===== src/rtl/seven_segment_reader.sv =====
// Seven-segment reader: synchronizes and de-glitches a segment bus, decodes it
// back to a decimal digit and measures the cycle interval between successive
// valid digit changes.
module seven_segment_reader #(
   parameter int STABLE_CYCLES = 4,   // 1..15
   parameter int CNT_W         = 24,
   parameter bit ACTIVE_LOW    = 1'b0
) (
   input  logic             wb_clk_i,
   input  logic             wb_rst_i,
   input  logic [6:0]       seg_in,
   input  logic             enable,
   input  logic             clear,
   output logic [3:0]       digit_o,
   output logic             digit_valid_o,
   output logic             change_o,
   output logic [CNT_W-1:0] interval_o,
   output logic             interval_valid_o,
   output logic [15:0]      change_count_o,
   output logic             invalid_o,
   output logic             overflow_o
);

   typedef enum logic [1:0] {PAT_DIGIT, PAT_BLANK, PAT_BAD} pat_kind_e;

   localparam logic [3:0]       STABLE  = 4'(STABLE_CYCLES);
   localparam logic [CNT_W-1:0] CNT_MAX = '1;
   localparam logic [CNT_W-1:0] CNT_ONE = CNT_W'(1);

   logic [6:0]       sync_q1, sync_q2;
   logic [6:0]       sync_val;
   logic [6:0]       cand, committed;
   logic [3:0]       stab, stab_next;
   logic             accept, valid_change;
   pat_kind_e        kind;
   logic [3:0]       dec_digit;
   logic [CNT_W-1:0] cnt;

   // Polarity correction happens after the synchronizer so both flops see raw pad data.
   assign sync_val = sync_q2 ^ {7{ACTIVE_LOW}};

   // Two-flop synchronizer; deliberately ignores enable and clear.
   // NOTE: sequential state uses non-blocking assignments so every flop samples pre-edge values.
   always_ff @(posedge wb_clk_i) begin
      if (wb_rst_i) begin
         sync_q1 <= '0;
         sync_q2 <= '0;
      end else begin
         sync_q1 <= seg_in;
         sync_q2 <= sync_q1;
      end
   end

   // Stability count this edge would produce, and whether the held pattern is accepted.
   // NOTE: every output of a combinational block gets a default first so no latch is inferred.
   always_comb begin
      stab_next = 4'd1;
      if (sync_val == cand)
         stab_next = (stab >= STABLE) ? STABLE : stab + 4'd1;
      accept = enable && (stab_next >= STABLE) && (sync_val != committed);
   end

   // Classify the pattern being accepted (g..a in bits 6..0).
   always_comb begin
      kind      = PAT_BAD;
      dec_digit = 4'd0;
      case (sync_val)
         7'h3F: begin kind = PAT_DIGIT; dec_digit = 4'd0; end
         7'h06: begin kind = PAT_DIGIT; dec_digit = 4'd1; end
         7'h5B: begin kind = PAT_DIGIT; dec_digit = 4'd2; end
         7'h4F: begin kind = PAT_DIGIT; dec_digit = 4'd3; end
         7'h66: begin kind = PAT_DIGIT; dec_digit = 4'd4; end
         7'h6D: begin kind = PAT_DIGIT; dec_digit = 4'd5; end
         7'h7D: begin kind = PAT_DIGIT; dec_digit = 4'd6; end
         7'h07: begin kind = PAT_DIGIT; dec_digit = 4'd7; end
         7'h7F: begin kind = PAT_DIGIT; dec_digit = 4'd8; end
         7'h6F: begin kind = PAT_DIGIT; dec_digit = 4'd9; end
         7'h00: kind = PAT_BLANK;
         default: kind = PAT_BAD;
      endcase
   end

   assign valid_change = accept && (kind == PAT_DIGIT);

   // Candidate tracker; disabling zeroes the count so the hold restarts on re-enable.
   always_ff @(posedge wb_clk_i) begin
      if (wb_rst_i || clear) begin
         cand <= '0;
         stab <= '0;
      end else if (!enable) begin
         stab <= '0;
      end else begin
         cand <= sync_val;
         stab <= stab_next;
      end
   end

   // Commit accepted patterns and update the digit-facing outputs.
   always_ff @(posedge wb_clk_i) begin
      if (wb_rst_i || clear) begin
         committed      <= '0;
         digit_o        <= '0;
         digit_valid_o  <= 1'b0;
         change_o       <= 1'b0;
         change_count_o <= '0;
         invalid_o      <= 1'b0;
      end else begin
         change_o <= 1'b0;
         if (accept) begin
            committed <= sync_val;
            case (kind)
               PAT_DIGIT: begin
                  digit_o        <= dec_digit;
                  digit_valid_o  <= 1'b1;
                  change_o       <= 1'b1;
                  change_count_o <= change_count_o + 16'd1;
               end
               PAT_BLANK: digit_valid_o <= 1'b0;
               default: begin
                  digit_valid_o <= 1'b0;
                  invalid_o     <= 1'b1;
               end
            endcase
         end
      end
   end

   // Interval counter: idle at 0 until the first valid change, then saturating.
   always_ff @(posedge wb_clk_i) begin
      if (wb_rst_i || clear) begin
         cnt              <= '0;
         interval_o       <= '0;
         interval_valid_o <= 1'b0;
         overflow_o       <= 1'b0;
      end else if (enable) begin
         if (valid_change) begin
            interval_o <= cnt;
            if (cnt != '0)
               interval_valid_o <= 1'b1;
            cnt <= CNT_ONE;
         end else if (cnt != '0 && cnt != CNT_MAX) begin
            cnt <= cnt + CNT_ONE;
            if (cnt == CNT_MAX - CNT_ONE)
               overflow_o <= 1'b1;
         end
      end
   end

endmodule


===== config.mk =====
export PLATFORM = sky130hd
export DESIGN_NAME = seven_segment_reader
export DESIGN_NICKNAME = d
export VERILOG_FILES = /design/src/rtl/seven_segment_reader.sv
export SDC_FILE = /design/constraint.sdc
export NUM_CORES = 1
export LEC_CHECK = 0
export BUFFER_PORTS_ARGS = -buffer_cell sky130_fd_sc_hd__buf_2
export CORE_UTILIZATION = 50
export DETAILED_ROUTE_END_ITERATION = 8
export HOLD_SLACK_MARGIN = 0.06
export PLACE_DENSITY = 0.8
export SKIP_CTS_REPAIR_TIMING = 1
export SLEW_MARGIN = 20
export SYNTH_ARGS = -nofsm -noshare
export SYNTH_HDL_FRONTEND = slang
export SYNTH_SLANG_ARGS = --single-unit

===== constraint.sdc =====
create_clock -name wb_clk_i -period 4.5 [get_ports wb_clk_i]
set_input_delay 0.45 -clock wb_clk_i [delete_from_list [all_inputs] [get_ports wb_clk_i]]
set_output_delay 0.45 -clock wb_clk_i [all_outputs]
set_load 0.03 [all_outputs]

==> impl_metrics.tcl, run 1 <==
set metrics [dict create \
    status "finished, final reports clean" \
    dpl-instance-area_mm2 0.00516 \
    ir_worst_vdd_mv 0.178 \
    yosys-top-cells-count "dfxtp_1, nor2_1, mux2i_1" \
    syn_to_final_growth_pct 9.42 \
    synth_area_per_cell_um2 8.89 \
    seq_power_share 0.598 \
    setup_viol 0 \
    syn-num-nets 566 \
    ant_nets 0 \
    slew_violations 0 \
    dp_hpwl_mm 7.16 \
    slowest_delay_ns 0.65 \
    synth_top_area_cell "dfxtp_1" \
    dr_total_vias 4161 \
    wirelength_mm 10.7 \
    numCtsBuffers 9 \
    critical_path_required_ns 4.81 \
    num_antenna_cells 0 \
    synth_top_area_frac 0.430 \
    finish.utilization 0.571 \
    max_freq_ghz 0.337 \
    arrival_ns 3.28 \
    drt_iter0_markers 225 \
    insertion_delay_ns 0.39 \
    die_w_um 101 \
    crit_type "flop to flop" \
    synth_edf_count 0 \
    clk_pin_slew_worst_paths_ns 0.11 \
    clock_tree.htree_level_count 3 \
    core_area_mm2 0.00937 \
    grt_usage 0.221 \
    dieArea_mm2 0.0102 \
    swShare 0.251 \
    drc 0 \
    post_drt_wl_per_cell_um 15.1 \
    clk_path_buf_depth 2 \
    path_cells "xor2_1 > nor4_2 > nor4b_4 > buf_4 > o2111ai_2 > or4_1 > a21oi_1" \
    start_util 0.522 \
    max-slew-margin-rel 0.339 \
    crit_slowest_cell "or4_1" \
    gp_congestion 0.864 \
    p_switching_w 0.000397 \
    path_buf_inv 1 \
    grt_overflow 0 \
    cp-start-kind "flop" \
    p_leak_nw 2.22 \
    layout-drive-gt1-share 0.159 \
    finalHoldViolCount 0 \
    synth_seq_cells 105 \
    dr.pass1.iters 4 \
    cts_num_sinks 105 \
    grt_pass1_vias 3907 \
    crit_fanout 23 \
    hold_path.class "input pin to flop" \
    syn_inst 550 \
    io_buffer_count 59 \
    cts_tree "done" \
    finClkSkew_ns 0.0129 \
    yosysUniqueCellTypes 59 \
    boundaryPins 60 \
    grt_antenna_before_repair 0 \
    power.clock.fraction 0.358 \
    crit_path_end_kind "flop" \
    die_h_um 101 \
    rows 35 \
    rsz0062_at_grt "no" \
    ys_seq_area_frac 0.430 \
    fin_nets 595 \
    synth_flop_cell "dfxtp_1" \
    yosysMostFrequentCell "dfxtp_1" \
    synth_area_leaders "dfxtp_1, mux2i_1, nor2_1" \
    vias_per_cell 5.84 \
    grt_pass1_wl_mm 18.1 \
    worstMarginPinSlew_ns 0.992 \
    intPower_w 0.00119 \
    crit_family "simple AND/OR/NAND/NOR gates" \
    synthArstFlopShare 0 \
    comb_power_share 0.044 \
    ys_warn_count 0 \
    cts_root_buffer "clkbuf_8" \
    period_minus_slack_ns 2.97 \
    final_area_mm2 0.00535 \
    period_share 0.659 \
    finalSetupTns_ns 0 \
    power_density_mw_per_mm2 296 \
    maxCapViolCount 0 \
    syn-cell-area_mm2 0.00489 \
    grt_max_degree 50 \
]
## cell families after synthesis
kind of cell	synth area share
compound gates	0.0945
xor+xnor	0.0448
fa+ha+maj	0.0128
buf+inv	0.0514
flops	0.430
mux	0.0840
other cells	0.000767
simple gates	0.282
## area by class of cell
| type | instances | area [µm²] |
|---|---|---|
| fill | 877 | 4020 |
| multi-input combinational | 392 | 2540 |
| sequential | 105 | 2100 |
| timing repair buffer | 64 | 333 |
| tap | 129 | 161 |
| clock buffer | 10 | 138 |
| clock inverter | 6 | 51.3 |
| inverter | 7 | 26.3 |
## power by group through the flow
stage / registers [W] / clock network (W) / logic [W]
5_1_grt: 0.000949 / 0.000614 / 0.0000774
3_3_place_gp: 0.000968 / 0 / 0.0000669
4_1_cts: 0.000947 / 0.000569 / 0.0000700
2_1_floorplan: 0.000961 / 0 / 0.0000613
3_5_place_dp: 0.000969 / 0 / 0.0000698
6_report: 0.000948 / 0.000567 / 0.0000704
## layout by cell type (no fill, tap or decap), types with 17 or more instances in the layout
cell type,n
nand4_1,17
nand3_1,33
nand2_1,35
mux2i_1,41
buf_2,59
dfxtp_1,105
a21oi_1,18
nor2_1,63
nor2b_1,18
## final timing paths
kind	startpoint	to	slack (ns)	cells past startpoint
hold reg to reg	sync_q1[3]	sync_q2[3]	0.44	1
hold / removal	seg_in[2]	sync_q1[2]	0.26	2
setup reg to reg	sync_q2[4]	change_count_o[6]	1.53	7
setup / recovery	sync_q2[4]	change_count_o[6]	1.53	7
## sequential cells by signal, indices dropped and copies added (netlist names), 4 cells and up
name,cells
sync_q1,7
cnt,24
sync_q2,7
interval_o,24
cand,7
digit_o,4
committed,7
change_count_o,16
stab,4
## through the flow
| step | instances | hold slack [ns] | total power [W] | setup slack (ns) |
|---|---|---|---|---|
| 6_report | 713 | 0.261 | 0.00158 | 1.53 |
| 3_5_place_dp | 697 | 0.422 | 0.00104 | 1.30 |
| 5_1_grt | 713 | 0.278 | 0.00164 | 1.34 |
| 3_3_place_gp | 697 | 0.422 | 0.00103 | 1.36 |
| 4_1_cts | 713 | 0.269 | 0.00159 | 1.52 |
| 2_1_floorplan | 550 | 0.414 | 0.00102 | 2.25 |
## metal layers
metal / track usage / wire [µm]
met2: 0.385 / 5270
met1: 0.275 / 4700
met4: 0.0635 / 108
met5: 0 / 0
met3: 0.0479 / 671
(Power assumes the default switching activity.)
==> run 2: changes to the inputs <==
Settings changed: ABC_AREA set to 1, PLACE_DENSITY 0.8 to 0.82.
Clock period 4.5 ns to 2.6 ns, I/O delays scaled along.
==> run 2 against run 1 <==
Against the previous run:
- non-clock buffer count increased by 5
- register-to-register slack lost 1.0 ns
- global-route usage grew 1.4 points
- via count increased by 18%
- maximum frequency grew 42%
- sequential power grew 84%
- final cell count grew 35%
- hold slack worse by 0.19 ns
- combinational power grew to 10 times the previous value
- die area is 9.8% higher
- first-iteration DRC count rose by 80%
- utilization up 0.25 points
- critical endpoint is now cnt[6]
- largest power group unchanged
==> impl_metrics.tcl, run 2 <==
set metrics [dict create \
    slew_violations 0 \
    synthArstFlopShare 0 \
    r2r_slack_ns 0.51 \
    setup_viol 0 \
    start_util 0.519 \
    comb_power_share 0.205 \
    swShare 0.327 \
    synth_area_leaders "dfxtp_1, nor2_1, nand2_1" \
    synth_top_area_frac 0.391 \
    final_area_mm2 0.00594 \
    finClkSkew_ns 0.00771 \
    cp-start-kind "flop" \
    syn-cell-area_mm2 0.00538 \
    top_regs "cnt (24), interval_o (24), change_count_o (16)" \
    p_switching_w 0.00114 \
    numCtsBuffers 9 \
    io_buffer_count 59 \
    core_area_mm2 0.0104 \
    grt_pass1_wl_mm 21.2 \
    drc 0 \
    hold_path.class "input pin to flop" \
    num_antenna_cells 0 \
    wl_met2_mm 5.22 \
    dr_total_vias 4911 \
    synth_seq_cells 105 \
    clock_tree.htree_level_count 3 \
    insertion_delay_ns 0.39 \
    dieArea_mm2 0.0112 \
    min_to "sync_q1[2]" \
    r2r_end "cnt[6]" \
    period_minus_slack_ns 2.09 \
    dp.cells 950 \
    synth_area_per_cell_um2 6.89 \
    top_layer_used "met4" \
    yosysMostFrequentCell "nor2_1" \
    max-slew-margin-rel 0.628 \
    dp_hpwl_mm 8.60 \
    finalHoldViolCount 0 \
    syn_to_final_growth_pct 10.5 \
    vias_per_cell 5.08 \
    syn_inst 780 \
    seq_power_share 0.500 \
    synth_top_area_cell "dfxtp_1" \
    reg2regPathDepth 11 \
    intPower_w 0.00234 \
    grt_max_degree 65 \
    arrival_ns 2.41 \
    critical_path_required_ns 2.93 \
    yosys-top-cells-count "nor2_1, nand2_1, dfxtp_1" \
    p_leak_nw 2.58 \
    crit_path_end_kind "flop" \
    crit_type "flop to flop" \
    worstMarginPinSlew_ns 0.558 \
    fin_nets 841 \
    period_share 0.804 \
    layout_commonest_cell "nor2_1" \
    post_drt_wl_per_cell_um 12.7 \
    ys_warn_count 0 \
    clk_path_buf_depth 2 \
    worstReg2RegStart "sync_q2[6]" \
    crit_fanout 16 \
    hold_path_depth 3 \
    dr_wl_met3_um 720 \
    synth_flop_cell "dfxtp_1" \
    power_density_mw_per_mm2 586 \
    max_freq_ghz 0.479 \
    maxCapViolCount 0 \
    grt_antenna_before_repair 0 \
    fin_cells 966 \
    wl_met1_mm 6.07 \
    drt_iter0_markers 405 \
    n_fill_cell 1018 \
    cts_num_sinks 105 \
    synth_edf_count 0 \
    die_w_um 106 \
    cts_tree "done" \
    gp_congestion 0.957 \
    wirelength_mm 12.3 \
    cts_root_buffer "clkbuf_8" \
    boundaryPins 60 \
    die_h_um 106 \
    dpl-instance-area_mm2 0.00575 \
    status "finished, final reports clean" \
    grt_pass1_vias 4464 \
    clk_pin_slew_worst_paths_ns 0.10 \
    grt_usage 0.235 \
    power.clock.fraction 0.295 \
    finalSetupTns_ns 0 \
    syn-num-nets 796 \
    rows 37 \
    dr.pass1.iters 7 \
    finalPower_w 0.00348 \
    rsz0062_at_grt "no" \
    ir_worst_vdd_mv 0.249 \
    layout-drive-gt1-share 0.146 \
    worstHoldStart "seg_in[2]" \
    grt_overflow 0 \
    yosysUniqueCellTypes 39 \
    layout_common_cells "nor2_1, nand2_1, dfxtp_1, inv_1, buf_2" \
    ant_nets 0 \
    ys_seq_area_frac 0.391 \
]
## run 2: changes by cell type after synthesis, sizes merged, moves of 9 or more
cell	previous run	this run
or3	16	0
nor4	17	2
nor2b	18	0
o21ai	12	50
mux2i	41	0
inv	7	84
clkbuf	25	14
or4	9	0
nand2	35	154
a21oi	18	40
nor2	64	172
nand3	33	50
## run 2: kinds of logic (layout without fill, tap and decap cells)
family	Yosys count	in the layout	share of synthesized area
AO/OA/AOI/OAI	95	95	0.0919
XOR/XNOR	36	36	0.0586
adder cells (fa/ha/maj)	5	5	0.0116
buffers and inverters	120	170	0.0977
flip-flops	105	105	0.391
other	1	1	0.000697
AND/OR/NAND/NOR	418	418	0.349
## run 2: power groups by stage
stage,clock (W),combinational [W],sequential (W)
2_1_floorplan,0,0.000629,0.00174
3_3_place_gp,0,0.000699,0.00177
3_5_place_dp,0,0.000709,0.00178
4_1_cts,0.00105,0.000714,0.00174
5_1_grt,0.00112,0.000806,0.00175
6_report,0.00103,0.000713,0.00174
## run 2: worst max path at each step
stage                     from  endpoint  slack [ns]  cells past startpoint
floorplan               cnt[0]    cnt[0]        0.65                     13
global placement    sync_q2[6]    cnt[3]        0.57                     11
detailed placement  sync_q2[6]    cnt[6]        0.52                     11
CTS                 sync_q2[6]    cnt[6]        0.48                     11
global route        sync_q2[6]    cnt[4]        0.26                     11
finish              sync_q2[6]    cnt[6]        0.51                     11
## run 2: final cells by class
class	instances	area, µm²	area share
Clock buffer	10	128	0.0215
Clock inverter	6	67.6	0.0114
Inverter	85	324	0.0545
Multi-Input combinational cell	555	2760	0.464
Sequential cell	105	2100	0.354
Tap cell	136	170	0.0286
Timing Repair Buffer	69	395	0.0665
## run 2: stage by stage
| step | util | hold WS [ns] | setup WS (ns) |
|---|---|---|---|
| after floorplan | - | 0.331 | 0.649 |
| after global placement | 0.554 | 0.390 | 0.569 |
| after detailed placement | 0.554 | 0.394 | 0.517 |
| after CTS | 0.573 | 0.0603 | 0.480 |
| after global routing | 0.573 | 0.0686 | 0.263 |
| final | 0.573 | 0.0662 | 0.511 |
## run 2: worst max-delay path, stage by stage, from the launching register on
cell and delay (ns):
dfxtp_1 0.49, xnor2_1 0.16, nand2_1 0.09, nor2_2 0.15
nand3_4 0.12, nor2_8 0.23, nand3_4 0.17, nand2_8 0.17
nand2_8 0.09, inv_6 0.19, nor2_1 0.06, nor2_1 0.10
## run 2: per-layer routing
| metal | GRT usage | vias up |
|---|---|---|
| li1 | - | 2562 |
| met1 | 0.333 | 2161 |
| met2 | 0.352 | 165 |
| met3 | 0.0396 | 23 |
| met4 | 0.0962 | 0 |
| met5 | 0 | - |
==> run 3: changes to the inputs <==
Settings changed: PLACE_DENSITY 0.82 to 0.8.
Clock period 2.6 ns to 2 ns, I/O delays scaled along.
==> run 3 against run 2 <==
Against the previous run:
- critical path depth did not move
- design area rose by 6.0%
- utilization is 3.4 points higher
- clock power is 30% higher
- count of clock-buffer cells in the layout up 2
- power up 35%
- clock skew increased by 0.0026 ns
- global-route usage fell by 0.26 points
- die area unchanged
- sequential power rose by 28%
==> impl_metrics.tcl, run 3 (synthesized netlist as in run 2, its figures left out) <==
set metrics [dict create \
    layout_setup_ws_ns 0.0758 \
    start_util 0.519 \
    finalHoldViolCount 0 \
    slowest_delay_ns 0.37 \
    fin_nets 875 \
    num_antenna_cells 0 \
    grt_max_degree 43 \
    grt_pass1_wl_mm 21.0 \
    syn_to_final_growth_pct 17.2 \
    grt_antenna_before_repair 0 \
    seq_area_mm2 0.00212 \
    n_fill_cell 971 \
    dpl-instance-area_mm2 0.00591 \
    numCtsBuffers 9 \
    dieArea_mm2 0.0112 \
    dr_total_vias 5067 \
    grt_usage 0.233 \
    clk_pin_slew_worst_paths_ns 0.10 \
    ant_nets 0 \
    grt_overflow 0 \
    io_buffer_count 59 \
    setup_viol 0 \
    cp-start-kind "flop" \
    cts_num_sinks 105 \
    p_leak_nw 2.76 \
    drt_iter0_markers 415 \
    finish.utilization 0.608 \
    holdWs_ns 0.137 \
    layout_commonest_cell "nor2_1" \
    die_w_um 106 \
    ir_worst_vdd_mv 0.435 \
    boundaryPins 60 \
    seq_power_share 0.473 \
    place_ws_ns 0.0355 \
    critical_path_required_ns 2.32 \
    layout_common_cells "nor2_1, nand2_1, dfxtp_1, inv_1, buf_2" \
    p_switching_w 0.00151 \
    layout-drive-gt1-share 0.188 \
    die_h_um 106 \
    swShare 0.320 \
    status "finished, final reports clean" \
    dp.cells 972 \
    arrival_ns 2.24 \
    cts_root_buffer "clkbuf_8" \
    cts_tree "done" \
    crit_slowest_cell "dfxtp_2" \
    post_drt_wl_per_cell_um 12.6 \
    slew_violations 0 \
    rows 37 \
    max_freq_ghz 0.520 \
    fin_cells 1000 \
    crit_fanout 6 \
    crit_path_end_kind "flop" \
    vias_per_cell 5.07 \
    grt_pass1_vias 4476 \
    insertion_delay_ns 0.39 \
    maxCapViolCount 0 \
    path_buf_inv 2 \
    path_cells "xnor2_1 > nand2_1 > nor2_2 > buf_4 > nand3_4 > nor2_8 > nand3_4 > buf_4 > nor2_1 > nand2_1 > a21oi_1" \
    intPower_w 0.00321 \
    clock_tree.htree_level_count 3 \
    power.clock.fraction 0.285 \
    gp_congestion 0.966 \
    core_area_mm2 0.0104 \
    drc 0 \
    multiInputGateArea_mm2 0.00280 \
    crit_family "simple AND/OR/NAND/NOR gates" \
    hold_path.class "input pin to flop" \
    clk_path_buf_depth 2 \
    wirelength_mm 12.6 \
    dr.pass1.iters 5 \
    comb_power_share 0.242 \
    dp_hpwl_mm 8.74 \
    final_area_mm2 0.00630 \
    rsz0062_at_grt "yes" \
    top_regs "cnt (24), interval_o (24), change_count_o (16)" \
    period_share 0.962 \
    period_minus_slack_ns 1.92 \
    power_density_mw_per_mm2 748 \
    crit_type "flop to flop" \
    finClkSkew_ns 0.0103 \
]
-- run 3: changes by cell type in the layout (fill, tap and decap cells not counted), sizes merged --
cell,delta
clkinv,-2
dlygate4sd3,+7
buf,+27
clkbuf,+2
-- run 3: path summary, 6_finish.rpt --
kind / start / depth (start not counted) / end / slack [ns]
worst max-delay path: sync_q2[2] / 11 / change_count_o[9] / 0.08
worst min-delay path: clear / 4 / change_o / 0.14
worst max register to register: sync_q2[2] / 11 / change_count_o[9] / 0.08
worst min register to register: sync_q1[6] / 2 / sync_q2[6] / 0.40
-- run 3: layer usage --
metal	vias up	wire length, µm	GRT usage
li1	2625	-	-
met1	2230	6060	0.327
met2	185	5420	0.356
met3	27	830	0.0390
met4	0	255	0.0873
met5	-	0	0
-- run 3: area by class of cell --
class,count,share of cell area
Tap cell,136,0.0270
Inverter,85,0.0534
Timing Repair Buffer,103,0.108
Clock buffer,12,0.0230
Clock inverter,4,0.00814
Multi-Input combinational cell,555,0.445
Sequential cell,105,0.336
-- run 3: worst reg2reg max path, stage by stage, from the launching register on --
cell	delay [ns]
dfxtp_2	0.37
xnor2_1	0.22
nand2_1	0.15
nor2_2	0.13
buf_4	0.13
nand3_4	0.08
nor2_8	0.11
nand3_4	0.12
buf_4	0.17
nor2_1	0.16
nand2_1	0.08
a21oi_1	0.14
-- run 3: power by group through the flow --
| stage | sequential, W | combinational, W | clock, W |
|---|---|---|---|
| CTS | 0.00223 | 0.00108 | 0.00137 |
| floorplan | 0.00227 | 0.000817 | 0 |
| detailed placement | 0.00228 | 0.00107 | 0 |
| finish | 0.00223 | 0.00114 | 0.00134 |
| global placement | 0.00228 | 0.00107 | 0 |
| global route | 0.00224 | 0.00127 | 0.00144 |
-- run 3: through the flow --
step,TNS [ns],power [W]
6_report,0,0.00471
5_1_grt,-0.374,0.00494
4_1_cts,-0.00126,0.00468
3_5_place_dp,0,0.00335
3_3_place_gp,0,0.00334
2_1_floorplan,0,0.00308
